File: src/rtl/uart_pkg.sv
// uart_pkg: shared UART types, parity modes and parity helper
//   Used by the tx serializer and the rx deserializer.
//   tx_state_t  : serializer frame states
//   PARITY_*    : parity mode encodings for the PARITY parameter
//   parity_bit(): parity bit value for a data byte under a given mode
package uart_pkg;

    typedef enum logic [2:0] {IDLE, START, DATA, PAR, STOP} tx_state_t;

    localparam int PARITY_NONE = 0;
    localparam int PARITY_EVEN = 1;
    localparam int PARITY_ODD  = 2;

    // Even parity makes the total count of ones (data + parity) even; odd makes it odd.
    function automatic logic parity_bit(input logic [7:0] i_data, input int i_mode);
        return (i_mode == PARITY_ODD) ? ~^i_data : ^i_data;
    endfunction

endpackage

File: src/rtl/baud_tick_gen.sv
// baud_tick_gen: bit-period counter producing a one-cycle tick on the last cycle of each bit
//   clk      in  system clock
//   rst_n    in  asynchronous active-low reset
//   i_clear  in  holds the counter at 0 (frame not in progress / frame acceptance)
//   o_tick   out high during count CLKS_PER_BIT-1, the last cycle of a bit period
module baud_tick_gen #(
    parameter int CLKS_PER_BIT = 868
) (
    input  logic clk,
    input  logic rst_n,
    input  logic i_clear,
    output logic o_tick
);

    localparam int CW = $clog2(CLKS_PER_BIT);

    logic [CW-1:0] r_cnt;

    assign o_tick = (r_cnt == CW'(CLKS_PER_BIT - 1));

    always_ff @(posedge clk or negedge rst_n) begin
        if (!rst_n)
            r_cnt <= '0;
        else if (i_clear || o_tick)
            r_cnt <= '0;
        else
            r_cnt <= r_cnt + CW'(1);
    end

endmodule

File: src/rtl/uart_tx_serializer.sv
// uart_tx_serializer: frames one byte per send strobe into start/8 data LSB-first/parity/stop on tx
//   clk         in   system clock
//   rst_n       in   asynchronous active-low reset; abandons any frame, line returns high at once
//   i_send      in   byte-valid strobe, accepted only while idle
//   i_byte_in   in   byte to transmit, sampled in the accepting cycle only
//   o_busy      out  high from the cycle after acceptance until the frame ends
//   o_tx        out  serial line, idle high
//   o_tx_done   out  one-cycle pulse in the cycle busy falls
//   o_overrun   out  one-cycle pulse for each cycle send is asserted while a frame is in flight
module uart_tx_serializer
    import uart_pkg::*;
#(
    parameter int CLKS_PER_BIT = 868,
    parameter int PARITY       = 0,
    parameter int STOP_BITS    = 1
) (
    input  logic       clk,
    input  logic       rst_n,
    input  logic       i_send,
    input  logic [7:0] i_byte_in,
    output logic       o_busy,
    output logic       o_tx,
    output logic       o_tx_done,
    output logic       o_overrun
);

    if (CLKS_PER_BIT < 2 || PARITY < 0 || PARITY > 2 || STOP_BITS < 1 || STOP_BITS > 2) begin : g_bad_params
        $error("uart_tx_serializer: illegal CLKS_PER_BIT/PARITY/STOP_BITS");
    end

    tx_state_t  r_state, w_state_nxt;
    logic [7:0] r_shift, w_shift_nxt;
    logic [2:0] r_idx, w_idx_nxt;
    logic       r_stop_idx, w_stop_idx_nxt;
    logic       r_par, w_par_nxt;
    logic       r_busy, r_tx, r_done, r_ovr;
    logic       w_tick, w_last_stop, w_tx_nxt;

    // Counter is held at zero while idle, so the first start cycle always begins a fresh bit period.
    baud_tick_gen #(.CLKS_PER_BIT(CLKS_PER_BIT)) u_baud (
        .clk     (clk),
        .rst_n   (rst_n),
        .i_clear (r_state == IDLE),
        .o_tick  (w_tick)
    );

    assign w_last_stop = (STOP_BITS == 1) || r_stop_idx;

    always_comb begin
        w_state_nxt    = r_state;
        w_shift_nxt    = r_shift;
        w_idx_nxt      = r_idx;
        w_stop_idx_nxt = r_stop_idx;
        w_par_nxt      = r_par;
        case (r_state)
            IDLE: if (i_send) begin
                w_state_nxt    = START;
                w_shift_nxt    = i_byte_in;
                w_par_nxt      = parity_bit(i_byte_in, PARITY);
                w_idx_nxt      = '0;
                w_stop_idx_nxt = 1'b0;
            end
            START: if (w_tick) w_state_nxt = DATA;
            DATA: if (w_tick) begin
                w_shift_nxt = r_shift >> 1;
                w_idx_nxt   = r_idx + 3'd1;
                if (r_idx == 3'd7) w_state_nxt = (PARITY != PARITY_NONE) ? PAR : STOP;
            end
            PAR: if (w_tick) w_state_nxt = STOP;
            STOP: if (w_tick) begin
                w_stop_idx_nxt = 1'b1;
                if (w_last_stop) w_state_nxt = IDLE;
            end
            default: w_state_nxt = IDLE;
        endcase
    end

    // tx is registered from the next-state view so the line changes on the same edge as the state.
    assign w_tx_nxt = (w_state_nxt == START) ? 1'b0 :
                      (w_state_nxt == DATA)  ? w_shift_nxt[0] :
                      (w_state_nxt == PAR)   ? w_par_nxt : 1'b1;

    always_ff @(posedge clk or negedge rst_n) begin
        if (!rst_n) begin
            r_state    <= IDLE;
            r_shift    <= '0;
            r_idx      <= '0;
            r_stop_idx <= 1'b0;
            r_par      <= 1'b0;
            r_busy     <= 1'b0;
            r_tx       <= 1'b1;
            r_done     <= 1'b0;
            r_ovr      <= 1'b0;
        end else begin
            r_state    <= w_state_nxt;
            r_shift    <= w_shift_nxt;
            r_idx      <= w_idx_nxt;
            r_stop_idx <= w_stop_idx_nxt;
            r_par      <= w_par_nxt;
            r_busy     <= (w_state_nxt != IDLE);
            r_tx       <= w_tx_nxt;
            r_done     <= (r_state == STOP) && (w_state_nxt == IDLE);
            // A send in the final stop cycle still counts as an overrun: the frame is not over yet.
            r_ovr      <= i_send && (r_state != IDLE);
        end
    end

    assign o_busy    = r_busy;
    assign o_tx      = r_tx;
    assign o_tx_done = r_done;
    assign o_overrun = r_ovr;

endmodule

File: config.mk
export PLATFORM = sky130hd
export DESIGN_NAME = uart_tx_serializer
export DESIGN_NICKNAME = d
export VERILOG_FILES = /design/src/rtl/uart_pkg.sv /design/src/rtl/baud_tick_gen.sv /design/src/rtl/uart_tx_serializer.sv
export SDC_FILE = /design/constraint.sdc
export NUM_CORES = 1
export LEC_CHECK = 0
export ABC_AREA = 1
export ABC_CLOCK_PERIOD_IN_PS = 1500
export BUFFER_PORTS_ARGS = -buffer_cell sky130_fd_sc_hd__clkbuf_2
export CORE_MARGIN = 3
export CORE_UTILIZATION = 35
export DETAILED_ROUTE_END_ITERATION = 8
export MAX_ROUTING_LAYER = met4
export SLEW_MARGIN = 20
export SYNTH_ARGS = -nofsm -noshare
export SYNTH_HDL_FRONTEND = slang
export SYNTH_SLANG_ARGS = --single-unit
File: constraint.sdc
create_clock -name clk -period 1.5 [get_ports clk]
set_input_delay 0.15 -clock clk [delete_from_list [all_inputs] [get_ports clk]]
set_output_delay 0.15 -clock clk [all_outputs]
set_load 0.03 [all_outputs]
# Word level (Yosys, flattened, before mapping)
# Cells that the tools add are included.
[totals]
inputBits = 11
wordCells = 52
ff_bits = 29
output_inout_bits = 4
[op_classes]
reduce_logical = 10
eq_ne = 11
mux = 19
addsub = 2
[ops]
columns = ["cell", "n"]
rows = [
  ["two-way mux 3 bit", 8],
  ["two-way mux 8 bit", 2],
  ["one-hot mux 8 bit (2 select lines)", 1],
  ["one-hot mux 3 bit (5 select lines)", 1],
  ["== test 3 x 2 -> 1 bit, second input constant", 4],
  ["adder 10 x 1 -> 10 bit, second input constant", 1],
  ["== test 10 bit, second input constant", 1],
  ["two-way mux 10 bit", 1],
  ["XOR reduction 8 bit", 1],
  ["== test 3 x 1 -> 1 bit, second input constant", 2],
  ["== test 3 bit, second input constant", 2],
  ["zero test 3 bit", 2],
  ["one-hot mux 3 bit (2 select lines)", 1],
  ["nonzero test 3 bit", 2],
  ["two-way mux 1 bit", 5],
  ["adder 3 x 1 -> 3 bit, second input constant", 1],
  ["AND reduction 3 bit", 1],
  ["logical AND 1 bit", 2],
  ["inequality test 2 x 1 -> 1 bit, second input constant", 1],
  ["inequality test 2 bit, second input constant", 1],
  ["nonzero test 2 bit", 1],
  ["logical OR 1 bit", 1],
]

# Depth between registers and ports, before layout
# Gate-level depths: netlist (run 1).
[logic_depth]
word_depth = 8
depth_mapped = 12
mapped_depth_nobuf = 12

# Cells and area by module
# A second synthesis (run 1) with hierarchy kept.
[unflattened]
cells_unflattened = 211
hier_area_um2 = 1656.6
[modules_own_cells]
columns = ["module", "area_each_um2", "instances", "seq_area_each_um2", "cells_each"]
rows = [
  ["uart_tx_serializer", 1091.0, 1, 476.7, 138],
  ["baud_tick_gen", 565.5, 1, 250.2, 73],
]

# Worst setup path after synthesis (run 1)
# OpenSTA, ideal clock, no wires.
[synth_path]
kind = "reg-to-reg"
startpoint = "register u_baud.r_cnt[0]"
endpoint = "register r_done, in the netlist o_tx_done"
setup_time_ps = 69
required_ps = 1431
arrival_ps = 1358
path_stages_with_launch = 10
setup_slack_ps = 73
cell_sequence = "dfrtp_1 ha_1 nand2_1 nor2_4 nand3_2 o21ai_2 o21ai_4 nor2_2 nand2_2 nor2_2"
[synth_between]
elab_chain_len = 5
[synth_lines]
columns = ["item", "line_no", "text"]
rows = [
  ["start, declared", "baud_tick_gen.sv:17", "logic [CW-1:0] r_cnt;"],
  ["start signal, assigned", "baud_tick_gen.sv:27", "r_cnt <= r_cnt + CW'(1);"],
  ["== test 10 bit (*)", "baud_tick_gen.sv:19", "assign o_tick = (r_cnt == CW'(CLKS_PER_BIT - 1));"],
  ["two-way mux 3 bit (on tied branches)", "-", ""],
  ["one-hot mux 3 bit (5 select lines) (*)", "uart_tx_serializer.sv:55", "case (r_state)"],
  ["net w_state_nxt[2]", "uart_tx_serializer.sv:31", "tx_state_t r_state, w_state_nxt;"],
  ["zero test 3 bit (*)", "uart_tx_serializer.sv:102", "r_done <= (r_state == STOP) && (w_state_nxt == IDLE);"],
  ["logical AND 1 bit (*)", "uart_tx_serializer.sv:102", ""],
  ["end signal, assigned", "uart_tx_serializer.sv:102", ""],
  ["end, declared", "uart_tx_serializer.sv:36", "logic r_busy, r_tx, r_done, r_ovr;"],
]
# The timed path passes the listed nets; every way through them passes the cells marked *.
# A chain may end at the register's enable or synchronous reset.

# Worst setup path after layout (run 1)
# Ends and elaborated chain as after synthesis.

==> results of run 1 <==
[state kept, by name (all words and copies together), names as in the netlist]
register / count
o_busy: 1
o_overrun: 1
o_tx: 1
o_tx_done: 1
r_idx: 3
r_par: 1
r_shift: 8
r_state: 3
u_baud.r_cnt: 10
[through the flow]
step	cells	setup TNS (ns)
floorplan	198	0
finish	288	0
detailed placement	277	-0.0197
CTS	286	0
global placement	277	0
global route	288	-0.866
[critical path, cell delays in order (launching register included)]
cell	delay [ns]
dfrtp_1	0.35
ha_2	0.19
nand2_2	0.07
nor2_4	0.16
nand3_4	0.17
o21ai_4	0.20
nand3_2	0.11
clkinv_1	0.07
nand2_2	0.06
nor2_2	0.07
[report_power, final]
group          switching (W)  leakage (nW)  total (W)  internal, W
Combinational      0.0000557         0.682  0.0000872    0.0000315
Sequential       0.000000287         0.336   0.000784     0.000784
Clock               0.000294        0.0439   0.000613     0.000319
[cells in the mapped netlist (all sizes together)]
cell type  instances
o221ai             6
nor4               1
nand2             62
ha                 3
xnor2              2
nand3             13
o21ai              8
nor3               6
a21oi              2
or2                1
nand4              2
dfstp              1
nor2              25
a31oi              1
clkinv             1
dfrtp             28
nor3b              2
xor2               1
inv               33
[area by class of cell]
cell class                 instances  area (µm²)  share of cell area
timing repair buffer              32         220               0.111
tap                               50        62.6              0.0315
inverter                          34         128              0.0643
multi-input combinational        135         761               0.383
sequential                        29         728               0.367
clock inverter                     3        17.5             0.00882
clock buffer                       5        68.8              0.0347
[worst max path at each step]
stage                              startpoint             endpoint  cells past startpoint
global placement    u_baud.r_cnt[0]$_DFF_PN0_  o_tx_done$_DFF_PN0_                      9
detailed placement  u_baud.r_cnt[0]$_DFF_PN0_  o_tx_done$_DFF_PN0_                      9
finish              u_baud.r_cnt[0]$_DFF_PN0_  o_tx_done$_DFF_PN0_                      9
CTS                 u_baud.r_cnt[0]$_DFF_PN0_       o_tx$_DFF_PN1_                     11
floorplan           u_baud.r_cnt[0]$_DFF_PN0_  o_tx_done$_DFF_PN0_                      9
global route        u_baud.r_cnt[1]$_DFF_PN0_  o_tx_done$_DFF_PN0_                      9
[cells by family after synthesis]
kind of cell / after synthesis / share of synthesized area
and+or+nand+nor: 112 / 0.333
buffers and inverters: 34 / 0.0813
DFF: 29 / 0.463
AOI/OAI and AO/OA: 17 / 0.0813
xor gates and xnor gates: 3 / 0.0167
adders and majority gates: 3 / 0.0239
[what timing repair did]
item	4_1_cts	5_1_grt
buffers inserted	0	2
endpoints found under the setup margin	3	20
endpoints found under the hold margin	28	0
resized for setup	4	8
pin swaps	3	5
hold buffers	1	0
[layer usage]
metal / vias to the layer above / track usage
li1: 710 / -
met1: 578 / 0.190
met2: 14 / 0.195
met3: 7 / 0.0331
met4: 0 / 0.0738
met5: - / -
==> metrics, run 1 <==
DP Wirelength=2.23 mm; Post-Syn Nets=between 200 and 250; final period utilization=0.998; clk slew on worst S/H paths=0.06 ns; filler cell count=between 400 and 500; post-layout minimum cycle time=1.50 ns; CTS Buf Count=5; hold endpoint=o_overrun$_DFF_PN0_; VDD IR max=295 µV; WL met3=76 µm; reg2reg setup slack=0.003 ns; initial core utilization=0.376; commonest non-fill, non-tap cell in the layout=nand2_1; vias=1,309; Yosys reg bits=29; Final WS setup=between 0.002 and 0.003 ns; largest net degree at the start of global routing=30; Worst Tran Pin Value=0.444 ns; n_diodes=0; initial antenna violation count=0; vias in the first global route=~1,300; Unique masters post-synth=29; Fin Hold WS=0.0835 ns; Antenna Nets Post-Route=0; area leader, netlist=dfrtp_1; Die Ht=73.0 µm; number of remaining DRC errors=0; Sinks on Clock Net=29; first-pass GRT wire length=roughly 5.5 mm; Slew headroom=0.704; I/O pin cnt=15; Total Routing Usage GR=0.141; CTS tree=done; Final setup viols=0; power per standard cell area=between 700 and 800 nW/µm²; fmax=~670 MHz; Core ar.=4170 µm²; max-slew violation count=0; metal2 WL=around 1.4 mm; CP Capture Type=flop; Max Cap Viol=0; Synthesis Warnings=0; final hold vios=0; Synth top area share=0.447; chip width=73.0 µm; Power, Total=around 0.0015 W; H-tree levels=2; Area contributors post-synth=dfrtp_1, nand2_1, inv_1; DR top layer=met4; Iter 0 DRT Violations=62; final core occ=0.476; Worst Path Arrival=1.71 ns; nets@finish=251; leak pwr=1.06 nW; DRT Pass-1 Iters=4; Clock Latency Late Sink=between 0.2 and 0.3 ns; Avg WL per Cell=10.8 µm; Final Cell Area=slightly below 2000 µm²; worst min-delay path category=in -> reg; share of cells above drive strength 1=0.282; commonest cells after routing, fill and taps aside=nand2_1, inv_1, dfrtp_1, nor2_1, buf_4; Cell Area, Synth=1570 µm²; wl on met1=1.57 mm; Setup Crit Path Kind=reg -> reg; # port buffers=14; Critical Path Fanout Max=7; Worst Clk Skew=0.00418 ns; RePlAce Congestion=~0.8; syn avg cell area=7.92 µm²; Total Wirelength=3.11 mm; worst r2r path cells=9; Cell Rows=23; GRT overflow=0; min-delay src=i_send; Layout area overhead=26.6%; Req. time, crit path=1.72 ns; area of the die=roughly 5300 µm²; status=finished clean; Synth Instances=198; CP Launch Type=flop; CTS Root Cell=clkbuf_8; Via density=about 4.5; Reg-to-Reg Start=u_baud.r_cnt[0]$_DFF_PN0_; Clock Tree Buf Depth=2; hold-critical path depth=3; Setup WS pre-CTS=-0.0173 ns; register area share after synthesis=0.463; RSZ-0062 raised after global routing=true; r2r endpoint=o_tx_done$_DFF_PN0_; DP Area=1810 µm²
Power figures use the tool's default switching activity.
==> inputs of run 2 (changes only) <==
==> constraint.sdc (replaced) <==
create_clock -name clk -period 1.5 [get_ports clk]
set_input_delay 0.3 -clock clk [delete_from_list [all_inputs] [get_ports clk]]
set_output_delay 0.3 -clock clk [all_outputs]
set_load 0.03 [all_outputs]
==> run 2 against run 1 <==
Effect of this change:
- flip-flop and latch count is the same
- utilization grew 2.8 points
- non-clock buffer count grew 3
- critical path type unchanged
- cell count increased by 1.0%
- critical endpoint is now r_shift[5]$_DFFE_PN0P_
- global-route usage fell by 0.49 points
- fmax grew 1.5%
- sequential share of layout area down 2.1 points
- via count is 1.8% higher
- routed wire length increased by 5.3%
==> metrics, run 2 (synthesis results as in run 1) <==
status=finished clean; Total Routing Usage GR=0.136; Slew headroom=0.700; share of cells above drive strength 1=0.344; CP Launch Type=flop; commonest cells after routing, fill and taps aside=nand2_1, inv_1, dfrtp_1, buf_4, nor2_1; Antenna Nets Post-Route=0; nets@finish=254; Critical Path Fanout Max=5; CTS Root Cell=clkbuf_8; area of the die=around 5300 µm²; fmax=678 MHz; Worst Clk Skew=0.00392 ns; first-pass GRT wire length=5.28 mm; Reg with most FFs=u_baud.r_cnt; Die Ht=73.0 µm; Avg WL per Cell=roughly 11 µm; power per standard cell area=around 810 nW/µm²; Iter 0 DRT Violations=54; area of the multi-input gates=815 µm²; filler cell count=403; Req. time, crit path=1.66 ns; Crit. Startpoint=u_baud.r_cnt[0]$_DFF_PN0_; Sinks on Clock Net=29; final hold vios=0; Cell Rows=23; Via density=4.58; max-slew violation count=0; Reg-to-Reg Start=u_baud.r_cnt[0]$_DFF_PN0_; final core occ=0.504; Final setup viols=0; CP Capture Type=flop; largest registers=u_baud.r_cnt: 10 flops, r_shift: 8 flops; Core ar.=4170 µm²; Worst Tran Pin Value=0.449 ns; Layout area overhead=34.1%; VDD IR max=288 µV; RSZ-0062 raised after global routing=true; Setup Crit Path Kind=reg -> reg; reg2reg setup slack=between 0.02 and 0.03 ns; post-layout minimum cycle time=around 1.5 ns; final period utilization=0.983; CTS tree=done; CTS Buf Count=5; Max Cap Viol=0; chip width=73.0 µm; worst min-delay path category=in -> reg; leak pwr=1.10 nW; Clock Latency Late Sink=between 0.2 and 0.3 ns; H-tree levels=2; Register Area=728 µm²; CP endpoint=r_shift[5]$_DFFE_PN0P_; initial core utilization=0.376; Worst Path Arrival=about 1.6 ns; I/O pin cnt=15; clk slew on worst S/H paths=0.06 ns; Fin Hold WS=~0.23 ns; number of remaining DRC errors=0; largest net degree at the start of global routing=18; GRT overflow=0; vias=1,333; DRT Pass-1 Iters=4; DP Area=1830 µm²; max reg flops=10; RePlAce Congestion=approximately 0.8; # port buffers=14; vias in the first global route=1,181; min-delay src=i_send; DP Wirelength=2.32 mm; Total Wirelength=3.27 mm; n_diodes=0; r2r endpoint=r_shift[5]$_DFFE_PN0P_; Clock Tree Buf Depth=2; commonest non-fill, non-tap cell in the layout=nand2_1; Final Cell Area=around 2100 µm²; initial antenna violation count=0; worst r2r path cells=8
## run 2: power by group
group | total [W] | switching (W) | internal, W
clock network | 0.000824 | 0.000283 | 0.000540
registers | 0.000784 | 0.000000265 | 0.000784
logic | 0.0000932 | 0.0000584 | 0.0000349
total | 0.00170 | 0.000342 | 0.00136
## run 2: final cells by class
type | count | share of cell area
Multi-Input combinational cell | 135 | 0.387
Tap cell | 50 | 0.0297
Inverter | 34 | 0.0630
Clock buffer | 7 | 0.0410
Timing Repair Buffer | 35 | 0.119
Sequential cell | 29 | 0.346
Clock inverter | 1 | 0.0143
## run 2: worst min-delay path by stage
stage,slack (ns),depth (start not counted),endpoint
finish,0.23,3,o_overrun$_DFF_PN0_
global route,0.26,3,o_overrun$_DFF_PN0_
CTS,0.23,3,o_overrun$_DFF_PN0_
detailed placement,0.22,1,o_overrun$_DFF_PN0_
global placement,0.23,1,o_overrun$_DFF_PN0_
floorplan,0.004,0,o_busy$_DFF_PN0_
## run 2: repair_timing
item                       CTS  global route
pin swaps                    0             6
setup buffers                0             5
setup endpoints to repair    1            13
hold endpoints to repair    11             0
gates cloned                 0             0
gates resized for setup      1            29
hold buffers                 1             0
## run 2: per-stage QoR
| step | setup WS [ns] | total power (W) | instances | TNS, ns |
|---|---|---|---|---|
| after floorplan | 0.0731 | 0.000841 | 198 | 0 |
| after detailed placement | -0.00143 | 0.000890 | 277 | -0.00143 |
| after global placement | 0.0492 | 0.000889 | 277 | 0 |
| final | 0.0254 | 0.00170 | 291 | 0 |
| after global routing | -0.0664 | 0.00177 | 291 | -0.581 |
| after CTS | 0.0153 | 0.00172 | 286 | 0 |
## run 2: routing by layer
metal | wire [µm] | GRT usage
met5 | 0 | -
met1 | 1520 | 0.176
met4 | 108 | 0.0676
met3 | 111 | 0.0455
met2 | 1530 | 0.188
## run 2: critical path: stages, from the launching register on
cell	delay (ns)
dfrtp_1	0.35
ha_2	0.18
nand2_2	0.06
nor2_4	0.16
buf_6	0.12
nand3_4	0.12
nand2_4	0.14
buf_6	0.13
o221ai_2	0.09
